<file path="src/rtl/if_stage.sv">
// if_stage: word-addressed instruction fetch with IF/ID register, redirect, stall and out-of-range fault
module if_stage #(
  parameter int RESET_PC  = 0,
  parameter int MEM_WORDS = 10240
) (
  input  logic        clk,
  input  logic        rst,
  input  logic        stall,
  input  logic        redirect_valid,
  input  logic [31:0] redirect_pc,
  output logic [31:0] pc_out,
  input  logic [31:0] ins_in,
  output logic        if_id_valid,
  output logic [31:0] if_id_ins,
  output logic [31:0] if_id_pc_plus1,
  output logic        fault,
  output logic [31:0] fetch_count
);
  typedef enum logic {RUN, FAULT} state_t;
  localparam logic [31:0] RST_PC = 32'(RESET_PC);
  localparam logic [31:0] LIMIT  = 32'(MEM_WORDS);
  state_t      state_q, state_d;
  logic [31:0] pc_q, pc_d, ins_q, ins_d, pcp1_q, pcp1_d, cnt_q, cnt_d;
  logic        valid_q, valid_d;
  logic        in_range;
  assign in_range = pc_q < LIMIT;
  // state register; FAULT is sticky until reset
  always_ff @(posedge clk or posedge rst) begin
    if (rst) state_q <= RUN;
    else     state_q <= state_d;
  end
  // a redirect always wins, so only an unredirected out-of-range PC faults
  always_comb state_d = (state_q == RUN && !redirect_valid && !in_range) ? FAULT : state_q;
  // fault flag mirrors the FAULT state
  always_comb fault = (state_q == FAULT);
  // next PC / IF/ID values: redirect beats fault check beats stall beats fetch
  always_comb begin
    pc_d    = pc_q;
    ins_d   = ins_q;
    pcp1_d  = pcp1_q;
    valid_d = valid_q;
    cnt_d   = cnt_q;
    if (state_q == RUN) begin
      if (redirect_valid) begin
        pc_d    = redirect_pc;
        valid_d = 1'b0;
        ins_d   = '0;
      end else if (!in_range) begin
        valid_d = 1'b0;
      end else if (!stall) begin
        ins_d   = ins_in;
        pcp1_d  = pc_q + 32'd1;
        valid_d = 1'b1;
        pc_d    = pc_q + 32'd1;
        cnt_d   = cnt_q + 32'd1;
      end
    end
  end
  // PC and IF/ID pipeline register
  always_ff @(posedge clk or posedge rst) begin
    if (rst) begin
      pc_q    <= RST_PC;
      ins_q   <= '0;
      pcp1_q  <= '0;
      valid_q <= 1'b0;
      cnt_q   <= '0;
    end else begin
      pc_q    <= pc_d;
      ins_q   <= ins_d;
      pcp1_q  <= pcp1_d;
      valid_q <= valid_d;
      cnt_q   <= cnt_d;
    end
  end
  assign pc_out         = pc_q;
  assign if_id_ins      = ins_q;
  assign if_id_pc_plus1 = pcp1_q;
  assign if_id_valid    = valid_q;
  assign fetch_count    = cnt_q;
endmodule

</file>
<file path="config.mk">
export PLATFORM = sky130hd
export DESIGN_NAME = if_stage
export DESIGN_NICKNAME = d
export VERILOG_FILES = /design/src/rtl/if_stage.sv
export SDC_FILE = /design/constraint.sdc
export NUM_CORES = 1
export LEC_CHECK = 0
export ABC_AREA = 1
export CAP_MARGIN = 15
export CORE_MARGIN = 2
export CORE_UTILIZATION = 30
export DETAILED_ROUTE_END_ITERATION = 10
export PLACE_DENSITY_LB_ADDON = 0.12
export SLEW_MARGIN = 20
export SYNTH_ARGS = -nofsm -noshare
export SYNTH_HDL_FRONTEND = slang
export SYNTH_SLANG_ARGS = --single-unit
</file>
<file path="constraint.sdc">
create_clock -name clk -period 4.7 [get_ports clk]
set_clock_uncertainty 0.2 [all_clocks]
set_input_delay 0.94 -clock clk [delete_from_list [all_inputs] [get_ports clk]]
set_output_delay 0.94 -clock clk [all_outputs]
set_load 0.01 [all_outputs]
</file>
==> insert_results.sql, run 1 <==
INSERT INTO impl_metrics (metric_group, metric, value, unit) VALUES
('die', 'row_count', '54', ''),
('clocking', 'cts_root_buffer_type', 'sky130_fd_sc_hd__clkbuf_16', ''),
('sta', 'grt_setup_unrepaired', 'no', ''),
('clocking', 'post_cts.resized_instances', '0', ''),
('finish', 'num-fill-cells', '2239', ''),
('sta', 'final-setup-viol-count', '0', ''),
('finish', 'synthToLayoutAreaGrowth', '43.8', '%'),
('clocking', 'clock_latency', '0.42', 'ns'),
('route', 'detail_route.iter0.violations', '323', ''),
('die', 'fp.dieW', '152', 'um'),
('grt', 'grt_util_all_layers', '17.3', '%'),
('logic_synthesis', 'ys_warn_count', '0', ''),
('route', 'drt_pass1_iterations', '6', ''),
('die', 'dieArea', '23000', 'um^2'),
('route', 'total_wirelength', '19400', 'um'),
('critical_path', 'rrSetupSlack', '2.03', 'ns'),
('min_path', 'hold_path_class', 'register to register', ''),
('finish', 'finalNonFillerCells', '1371', ''),
('logic_synthesis', 'syn-mean-instance-area', '7.35', 'um^2'),
('route', 'route.detailed.drc', '0', ''),
('critical_path', 'r2r_start', 'pc_out[26]', ''),
('sta', 'timing_max_transition_violations_final', '0', ''),
('clocking', 'cts.sink_count', '130', ''),
('sta', 'fmaxAchievable', '0.302', 'GHz'),
('placed_design', 'dp_hpwl', '13900', 'um'),
('critical_path', 'criticalPathCategory', 'primary input to register', ''),
('finish', 'mostFrequentLayoutCell', 'sky130_fd_sc_hd__nand2_1', ''),
('grt', 'grt_pass1_vias', '5769', ''),
('placed_design', 'placement.io_buffers', '197', ''),
('outcome', 'run_status', 'finished, final reports clean', ''),
('logic_synthesis', 'ys_seq_elements', '130', ''),
('sta', 'max_slew.worst_pin.slew', '1.03', 'ns'),
('grt', 'antenna_violations_before_repair', '2', ''),
('route', 'ant_nets', '0', ''),
('finish', 'fin_nets', '1148', ''),
('placed_design', 'place_congestion', '0.871', ''),
('logic_synthesis', 'synth_area', '6540', 'um^2'),
('critical_path', 'cp-end-kind', 'register', ''),
('die', 'floorplan.initialDensity', '30.3', '%'),
('logic_synthesis', 'post_synth_inst_count', '890', ''),
('logic_synthesis', 'synth_fp_nets', '960', ''),
('run', 'timing.max_cap.violations', '0', ''),
('die', 'io_pins', '198', ''),
('finish', 'final_design_area_no_fill', '9410', 'um^2'),
('sta', 'setup_tns', '0', 'ns'),
('grt', 'grt_first_pass_wirelength', '30500', 'um'),
('placed_design', 'post_dp_cell_area', '8750', 'um^2'),
('die', 'core', '21600', 'um^2'),
('placed_design', 'post-place-cells', '1339', ''),
('clocking', 'h_tree_depth_reported_by_cts', '4', ''),
('route', 'via_count', '6080', ''),
('logic_synthesis', 'ys_seq_area_share', '49.7', '%'),
('sta', 'finalCritPeriodShare', '70.4', '%'),
('route', 'via_density_per_instance', '4.43', ''),
('clocking', 'path_clk_slew', '0.06', 'ns'),
('min_path', 'hp-start', 'if_id_valid', ''),
('critical_path', 'data_required_time_of_the_critical_path', '4.81', 'ns'),
('clocking', 'clock_path_buffers', '2', ''),
('sta', 'max_slew_margin', '31.5', '%'),
('min_path', 'end_point_of_the_most_critical_hold_path', 'if_id_valid', ''),
('clocking', 'cts-hold-fix-buffers', '0', ''),
('finish', 'antenna_cells_inserted', '0', ''),
('power', 'vdd_drop_max', '222', 'uV'),
('sta', 'final.hold.worst_slack', '0.268', 'ns'),
('power', 'leakagePower', '4.48', 'nW'),
('finish', 'layout-drive-gt1-share', '4.67', '%'),
('critical_path', 'worst-endpoint-arrival', '3.42', 'ns'),
('grt', 'largest_net_degree_at_the_start_of_global_routing', '97', ''),
('die', 'die_h', '152', 'um'),
('critical_path', 'worst_r2r_path_depth', '6', ''),
('critical_path', 'reg2reg_to', 'pc_out[4]', ''),
('clocking', 'cts_tree', 'done', ''),
('route', 'routedWlPerCell', '14.1', 'um'),
('grt', 'grt_residual_overflow', '0', ''),
('critical_path', 'critPathLaunchType', 'primary input', ''),
('clocking', 'cts-buffers-inserted', '17', ''),
('power', 'cellPowerDensity', '288', 'nW/um^2'),
('critical_path', 'critical_path.max_fanout', '96', ''),
('logic_synthesis', 'yosysUniqueCellTypes', '28', ''),
('sta', 'post-route-min-period', '3.31', 'ns'),
('clocking', 'post_cts.repair.setup_buffers', '0', ''),
('min_path', 'hold_path_depth', '2', ''),
('finish', 'mostFrequentLayoutCells', 'sky130_fd_sc_hd__nand2_1 (381), sky130_fd_sc_hd__clkdlybuf4s50_1 (197), sky130_fd_sc_hd__dfrtp_1 (130)', ''),
('sta', 'hold_violations', '0', '');
-- state kept, by name (all words and copies together) (netlist names) --
name	flops
if_id_valid	1
pc_out	32
fetch_count	32
if_id_pc_plus1	32
if_id_ins	32
fault	1
-- report_power, final --
group | switching, mW | total, mW | internal, mW | leakage, nW
Clock | 0.522 | 1.47 | 0.948 | 0.312
Combinational | 0.0541 | 0.116 | 0.0617 | 2.60
Sequential | 0 | 1.12 | 1.12 | 1.56
Total | 0.576 | 2.71 | 2.13 | 4.48
-- per-stage QoR --
step	utilization [%]	total power [mW]	worst slack, ns
2_1_floorplan	-	1.18	0.0907
3_3_place_gp	40.5	1.26	0.969
3_5_place_dp	40.5	1.26	0.894
4_1_cts	43.5	2.75	1.35
5_1_grt	43.5	2.80	1.01
6_report	43.5	2.71	1.39
-- cells in the mapped netlist --
cell type,instances,area (um^2)
sky130_fd_sc_hd__buf_4,6,45.0
sky130_fd_sc_hd__mux2i_1,3,30.0
sky130_fd_sc_hd__buf_6,4,45.0
sky130_fd_sc_hd__clkbuf_1,11,41.3
sky130_fd_sc_hd__o21ai_0,41,205
sky130_fd_sc_hd__inv_1,80,300
sky130_fd_sc_hd__nor2_4,1,11.3
sky130_fd_sc_hd__nand4_1,3,18.8
sky130_fd_sc_hd__xnor2_1,8,70.1
sky130_fd_sc_hd__nand2_2,1,6.26
sky130_fd_sc_hd__nor2_1,98,368
sky130_fd_sc_hd__o21ai_1,30,150
sky130_fd_sc_hd__nand3_1,31,155
sky130_fd_sc_hd__or2_1,1,6.26
sky130_fd_sc_hd__ha_1,2,25.0
sky130_fd_sc_hd__dfrtp_1,130,3250
sky130_fd_sc_hd__nor2_2,1,6.26
sky130_fd_sc_hd__a21boi_0,1,7.51
sky130_fd_sc_hd__buf_2,11,55.1
sky130_fd_sc_hd__or2_2,7,43.8
sky130_fd_sc_hd__inv_2,1,3.75
sky130_fd_sc_hd__nand2_1,381,1430
sky130_fd_sc_hd__nor3_1,16,80.1
sky130_fd_sc_hd__nor3_2,1,10.0
sky130_fd_sc_hd__nand3_2,1,10.0
sky130_fd_sc_hd__nand3b_1,6,45.0
sky130_fd_sc_hd__a31oi_1,1,6.26
sky130_fd_sc_hd__xor2_1,13,114
-- logic make-up after synthesis --
| family | share of synthesized area (%) |
|---|---|
| AO/OA/AOI/OAI | 5.64 |
| XOR/XNOR | 2.81 |
| adder cells (fa/ha/maj) | 0.382 |
| buffers and inverters | 7.50 |
| flip-flops | 49.7 |
| multiplexers | 0.459 |
| AND/OR/NAND/NOR | 33.5 |
-- metal layers --
layer | global-route usage [%] | part of all wire (%) | up-vias
met5 | 0 | 0.13 | -
met4 | 5.74 | 1.8 | 4
met3 | 5.63 | 7.2 | 30
met2 | 28.1 | 47 | 166
met1 | 21.8 | 44 | 2762
li1 | - | - | 3118
-- layout make-up --
type | count | area (um^2) | share of cell area (%)
well taps | 280 | 350 | 3.72
inverters | 81 | 309 | 3.29
repair buffers | 201 | 2030 | 21.6
multi-input cells | 647 | 2810 | 29.9
clock inverters | 11 | 174 | 1.85
flip-flops and latches | 130 | 3250 | 34.6
clock buffers | 21 | 480 | 5.11
-- how the worst max path moves through the flow --
stage                         endpoint           start  slack, ns
after floorplan                  fault             rst       0.09
after global placement       pc_out[4]  redirect_valid       0.97
after detailed placement  if_id_ins[2]  redirect_valid       0.89
after CTS                    pc_out[4]  redirect_valid       1.35
after global routing      if_id_ins[2]  redirect_valid       1.01
final                        pc_out[4]  redirect_valid       1.39
-- critical path: stages --
cell and delay [ns]:
sky130_fd_sc_hd__clkdlybuf4s50_1 0.46, sky130_fd_sc_hd__buf_4 0.30, sky130_fd_sc_hd__inv_2 0.25, sky130_fd_sc_hd__nand2_1 0.20, sky130_fd_sc_hd__nand3_4 0.76, sky130_fd_sc_hd__o21ai_0 0.45
Note: power is estimated with default switching activity, not from simulation.
==> run 2: changes to the inputs <==
Clock period 4.7 ns to 3.2 ns, I/O delays scaled along.
==> run 2 against run 1 <==
  * Combinational power grew 59%
  * First-iteration DRC count is 11% lower
  * Count of clock-buffer cells in the layout shrank 3
  * Largest cell class unchanged
  * Global-route usage grew 0.28 points
  * Critical path type is now register to output port
  * Register-to-register slack got worse by 1.1 ns
  * Core utilization increased by 0.21 points
  * Via count down 0.28%
  * Power is 36% higher
==> insert_results.sql, run 2 (synthesis gave the netlist of run 1 again) <==
INSERT INTO impl_metrics (metric_group, metric, value, unit) VALUES
('clocking', 'clock_path_buffers', '2', ''),
('finish', 'mostFrequentLayoutCell', 'sky130_fd_sc_hd__nand2_1', ''),
('critical_path', 'cp_top_family', 'buffers and inverters', ''),
('grt', 'grt_pass1_vias', '5810', ''),
('placed_design', 'post_dp_cell_area', '8890', 'um^2'),
('die', 'io_pins', '198', ''),
('critical_path', 'data_required_time_of_the_critical_path', '2.36', 'ns'),
('route', 'via_count', '6063', ''),
('power', 'leakagePower', '4.49', 'nW'),
('run', 'timing.max_cap.violations', '0', ''),
('sta', 'final-setup-viol-count', '0', ''),
('route', 'drt_pass1_iterations', '4', ''),
('clocking', 'clock_latency', '0.42', 'ns'),
('grt', 'largest_net_degree_at_the_start_of_global_routing', '67', ''),
('power', 'share_comb_of_total_power', '5.0', '%'),
('critical_path', 'crit_chain', 'clkdlybuf4s50_1', ''),
('finish', 'final_design_area_no_fill', '9450', 'um^2'),
('sta', 'grt_setup_unrepaired', 'no', ''),
('placed_design', 'place_congestion', '0.862', ''),
('critical_path', 'cp-end-kind', 'output port', ''),
('critical_path', 'worst-endpoint-arrival', '1.50', 'ns'),
('grt', 'antenna_violations_before_repair', '2', ''),
('clocking', 'cts-buffers-inserted', '17', ''),
('critical_path', 'critical_path.slowest_cell', 'sky130_fd_sc_hd__clkdlybuf4s50_1', ''),
('grt', 'grt_util_all_layers', '17.6', '%'),
('power', 'cellPowerDensity', '390', 'nW/um^2'),
('route', 'detail_route.iter0.violations', '286', ''),
('critical_path', 'rrSetupSlack', '0.97', 'ns'),
('clocking', 'post_cts.resized_instances', '0', ''),
('finish', 'fin_nets', '1157', ''),
('min_path', 'hp-start', 'if_id_pc_plus1[2]', ''),
('clocking', 'cts-hold-fix-buffers', '0', ''),
('critical_path', 'critical_path.max_fanout', '6', ''),
('die', 'row_count', '54', ''),
('finish', 'layout-drive-gt1-share', '5.27', '%'),
('placed_design', 'dp_hpwl', '14300', 'um'),
('power', 'power_frac_seq', '44.6', '%'),
('route', 'via_density_per_instance', '4.39', ''),
('critical_path', 'criticalPathCategory', 'register to output port', ''),
('critical_path', 'critPathLaunchType', 'register', ''),
('finish', 'antenna_cells_inserted', '0', ''),
('power', 'post-layout-total-power', '3.69', 'mW'),
('power', 'clock_power_share', '50.4', '%'),
('clocking', 'post_cts.repair.setup_buffers', '0', ''),
('clocking', 'h_tree_depth_reported_by_cts', '4', ''),
('sta', 'post-route-min-period', '2.34', 'ns'),
('power', 'switching_share', '23.5', '%'),
('sta', 'max_slew.worst_pin.slew', '0.698', 'ns'),
('finish', 'synthToLayoutAreaGrowth', '44.5', '%'),
('outcome', 'run_status', 'finished, final reports clean', ''),
('critical_path', 'reg2reg_to', 'pc_out[3]', ''),
('sta', 'fmaxAchievable', '0.427', 'GHz'),
('sta', 'setup_tns', '0', 'ns'),
('placed_design', 'post-place-cells', '1348', ''),
('grt', 'grt_residual_overflow', '0', ''),
('power', 'vdd_drop_max', '299', 'uV'),
('power', 'power_switching', '865', 'uW'),
('route', 'ant_nets', '0', ''),
('finish', 'finalNonFillerCells', '1380', ''),
('critical_path', 'r2r_start', 'pc_out[26]', ''),
('clocking', 'cts_root_buffer_type', 'sky130_fd_sc_hd__clkbuf_16', ''),
('sta', 'max_slew_margin', '53.4', '%'),
('die', 'fp.dieW', '152', 'um'),
('die', 'dieArea', '23000', 'um^2'),
('placed_design', 'placement.io_buffers', '197', ''),
('sta', 'timing_max_transition_violations_final', '0', ''),
('die', 'floorplan.initialDensity', '30.3', '%'),
('grt', 'grt_first_pass_wirelength', '31100', 'um'),
('route', 'routedWlPerCell', '14.0', 'um'),
('sta', 'final.hold.worst_slack', '0.270', 'ns'),
('sta', 'finalCritPeriodShare', '73.2', '%'),
('clocking', 'cts_tree', 'done', ''),
('die', 'core', '21600', 'um^2'),
('sta', 'hold_violations', '0', ''),
('sta', 'final_critical_path_setup_slack', '0.857', 'ns'),
('placed_design', 'placement.setup.worst_slack', '0.498', 'ns'),
('clocking', 'path_clk_slew', '0.06', 'ns'),
('route', 'route.detailed.drc', '0', ''),
('clocking', 'cts.sink_count', '130', ''),
('power', 'internal_power', '2.82', 'mW'),
('min_path', 'end_point_of_the_most_critical_hold_path', 'if_id_pc_plus1[2]', ''),
('die', 'die_h', '152', 'um'),
('route', 'total_wirelength', '19300', 'um'),
('min_path', 'hold_path_depth', '2', ''),
('finish', 'layout.core_utilization', '43.7', '%'),
('critical_path', 'worst_r2r_path_depth', '9', ''),
('critical_path', 'cp_slowest_stage_delay', '0.63', 'ns'),
('finish', 'num-fill-cells', '2213', ''),
('min_path', 'hold_path_class', 'register to register', ''),
('critical_path', 'critical_path_buf_inv_count', '1', ''),
('finish', 'mostFrequentLayoutCells', 'sky130_fd_sc_hd__nand2_1 (381), sky130_fd_sc_hd__clkdlybuf4s50_1 (197), sky130_fd_sc_hd__dfrtp_1 (130)', '');
run 2: layout make-up:
type	instances	area (um^2)	area share, %
tap	280	350	3.71
clock buffer	18	429	4.54
timing repair buffer	210	2170	23.0
multi-input combinational	647	2810	29.7
sequential	130	3250	34.4
inverter	81	308	3.26
clock inverter	14	130	1.38
run 2: routing by layer:
metal / vias to the layer above / share of wire, % / track usage, %
met5: - / 0.067 / 0
met1: 2738 / 44 / 22.0
met2: 159 / 47 / 28.6
met3: 26 / 7.4 / 6.08
li1: 3138 / - / -
met4: 2 / 1.7 / 5.88
run 2: power by group through the flow:
| stage | clock [mW] | combinational [mW] | sequential (mW) |
|---|---|---|---|
| 6_report | 1.86 | 0.184 | 1.64 |
| 4_1_cts | 1.92 | 0.190 | 1.64 |
| 3_3_place_gp | 0 | 0.189 | 1.67 |
| 2_1_floorplan | 0 | 0.0664 | 1.67 |
| 3_5_place_dp | 0 | 0.189 | 1.67 |
| 5_1_grt | 1.99 | 0.206 | 1.64 |
run 2: worst max path at each step:
| stage | startpoint | to | cells after the start |
|---|---|---|---|
| final | pc_out[0] | pc_out[0] | 1 |
| after global routing | fetch_count[0] | fetch_count[16] | 8 |
| after CTS | pc_out[0] | pc_out[0] | 1 |
| after detailed placement | redirect_valid | if_id_ins[2] | 7 |
| after global placement | redirect_valid | if_id_ins[2] | 7 |
| after floorplan | rst | fault | 1 |
==> edit (config.mk and constraints of run 1) <==
Reset style: synchronous (`rst`), changed in 2 clocked blocks.
--- a/src/rtl/if_stage.sv
+++ b/src/rtl/if_stage.sv
@@ -25,7 +25,7 @@
   logic        in_range;
   assign in_range = pc_q < LIMIT;
   // state register; FAULT is sticky until reset
-  always_ff @(posedge clk or posedge rst) begin
+  always_ff @(posedge clk) begin
     if (rst) state_q <= RUN;
     else     state_q <= state_d;
   end
@@ -57,7 +57,7 @@
     end
   end
   // PC and IF/ID pipeline register
-  always_ff @(posedge clk or posedge rst) begin
+  always_ff @(posedge clk) begin
     if (rst) begin
       pc_q    <= RST_PC;
       ins_q   <= '0;
Function: differs if rst is asserted again (counterexample within 4 cycles, from zero or initial values and one cycle with rst high); with rst held inactive, the same outputs for 4 cycles.
==> edit against run 1 <==
Sequential cell count unchanged. Wire length increased by 2.1%. Setup slack got worse by 0.071 ns. Synthesized area decreased by 2.0%. Critical path type unchanged. Die area decreased by 2.0%. Fmax decreased by 2.1%. Critical endpoint is now pc_out[1]$_SDFFE_PP0P_. Final area decreased by 3.1%. Synthesized cell count increased by 14%. Count of clock-buffer cells in the layout unchanged.
Power is not compared: it rests on default switching activity, and its combinational part moved more than twofold at a synthesized area within 25%.
==> edit: results (changes against run 1) <==
Parameter                              Value

Status
  Run status    finished clean (unchanged)

GRT
  Antenna violations before repair    0 (was 2)
  Vias in the first global route    6,092 (was 5,769)
  Global-route usage over all layers    17.8% (was 17.3%)
  Global-route wire length before repair    31,600 um (was 30,500 um)
  Met1 capacity usage during global routing    22.1% (was 21.8%)

Synthesis
  Top post-synthesis cells by area    sky130_fd_sc_hd__dfxtp_1, sky130_fd_sc_hd__nand2_1, sky130_fd_sc_hd__nor2_1 (was sky130_fd_sc_hd__dfrtp_1, sky130_fd_sc_hd__nand2_1, sky130_fd_sc_hd__nor2_1)
  Fraction of the mapped netlist area in compound gates    5.90% (was 5.64%)
  Proportion of synthesized area in mux cells    0.156% (was 0.459%)
  Post-Synthesis Net Count    1,089 (was 960)
  Synth cell count leaders    sky130_fd_sc_hd__nand2_1, sky130_fd_sc_hd__nor2_1, sky130_fd_sc_hd__dfxtp_1, sky130_fd_sc_hd__inv_1, sky130_fd_sc_hd__a21oi_1 (was sky130_fd_sc_hd__nand2_1, sky130_fd_sc_hd__dfrtp_1, sky130_fd_sc_hd__nor2_1, sky130_fd_sc_hd__inv_1, sky130_fd_sc_hd__o21ai_0)

Drt
  Amount of wire on met3 after detailed routing    1550 um (was 1390 um)
  Routed wire length on met2    8980 um (was 9110 um)
  Detailed-route wire length    19,800 um (was 19,400 um)
  Routed vias/inst    4.43 (about the same)

Finish
  Number of non-clock inverters in the layout    83 (was 81)
  Area growth, synth to finish    42.2% (was 43.8%)
  Proportion of cell area occupied by multi-input gates    35.5% (was 29.9%)
  Count of plain and timing-repair buffers    202 (was 201)
  Proportion of cell area occupied by registers    28.6% (was 34.6%)

Critical path
  Beginning of the worst register-to-register path    pc_out[14]$_SDFFE_PP0P_ (was pc_out[26]$_DFFE_PP0P_)
  Setup slack of the worst register-to-register path    1.82 ns (was 2.03 ns)
  Crit path max-delay family    simple AND/OR/NAND/NOR gates (was buffers and inverters)
  Reg-to-Reg End    pc_out[1]$_SDFFE_PP0P_ (was pc_out[4]$_DFFE_PP0P_)

Placed design
  Detailed placement HPWL    13,600 um (was 13,900 um)
[edit: cell types whose count changed after synthesis, moves of 24 or more]
cell and delta:
sky130_fd_sc_hd__dfxtp_1 +130, sky130_fd_sc_hd__nand4_1 +24, sky130_fd_sc_hd__nor2_1 +97, sky130_fd_sc_hd__o21ai_0 -32
sky130_fd_sc_hd__a21oi_1 +55, sky130_fd_sc_hd__dfrtp_1 -130
[edit: stage by stage]
| step | instances | hold slack, ns | setup slack (ns) | power, W |
|---|---|---|---|---|
| 2_1_floorplan | 1019 | 0.262 | 2.54 | 0.00146 |
| 3_3_place_gp | 1446 | 0.225 | 0.900 | 0.00166 |
| 3_5_place_dp | 1446 | 0.227 | 0.858 | 0.00166 |
| 4_1_cts | 1478 | 0.238 | 1.31 | 0.00307 |
| 5_1_grt | 1478 | 0.253 | 1.01 | 0.00317 |
| 6_report | 1478 | 0.237 | 1.32 | 0.00302 |
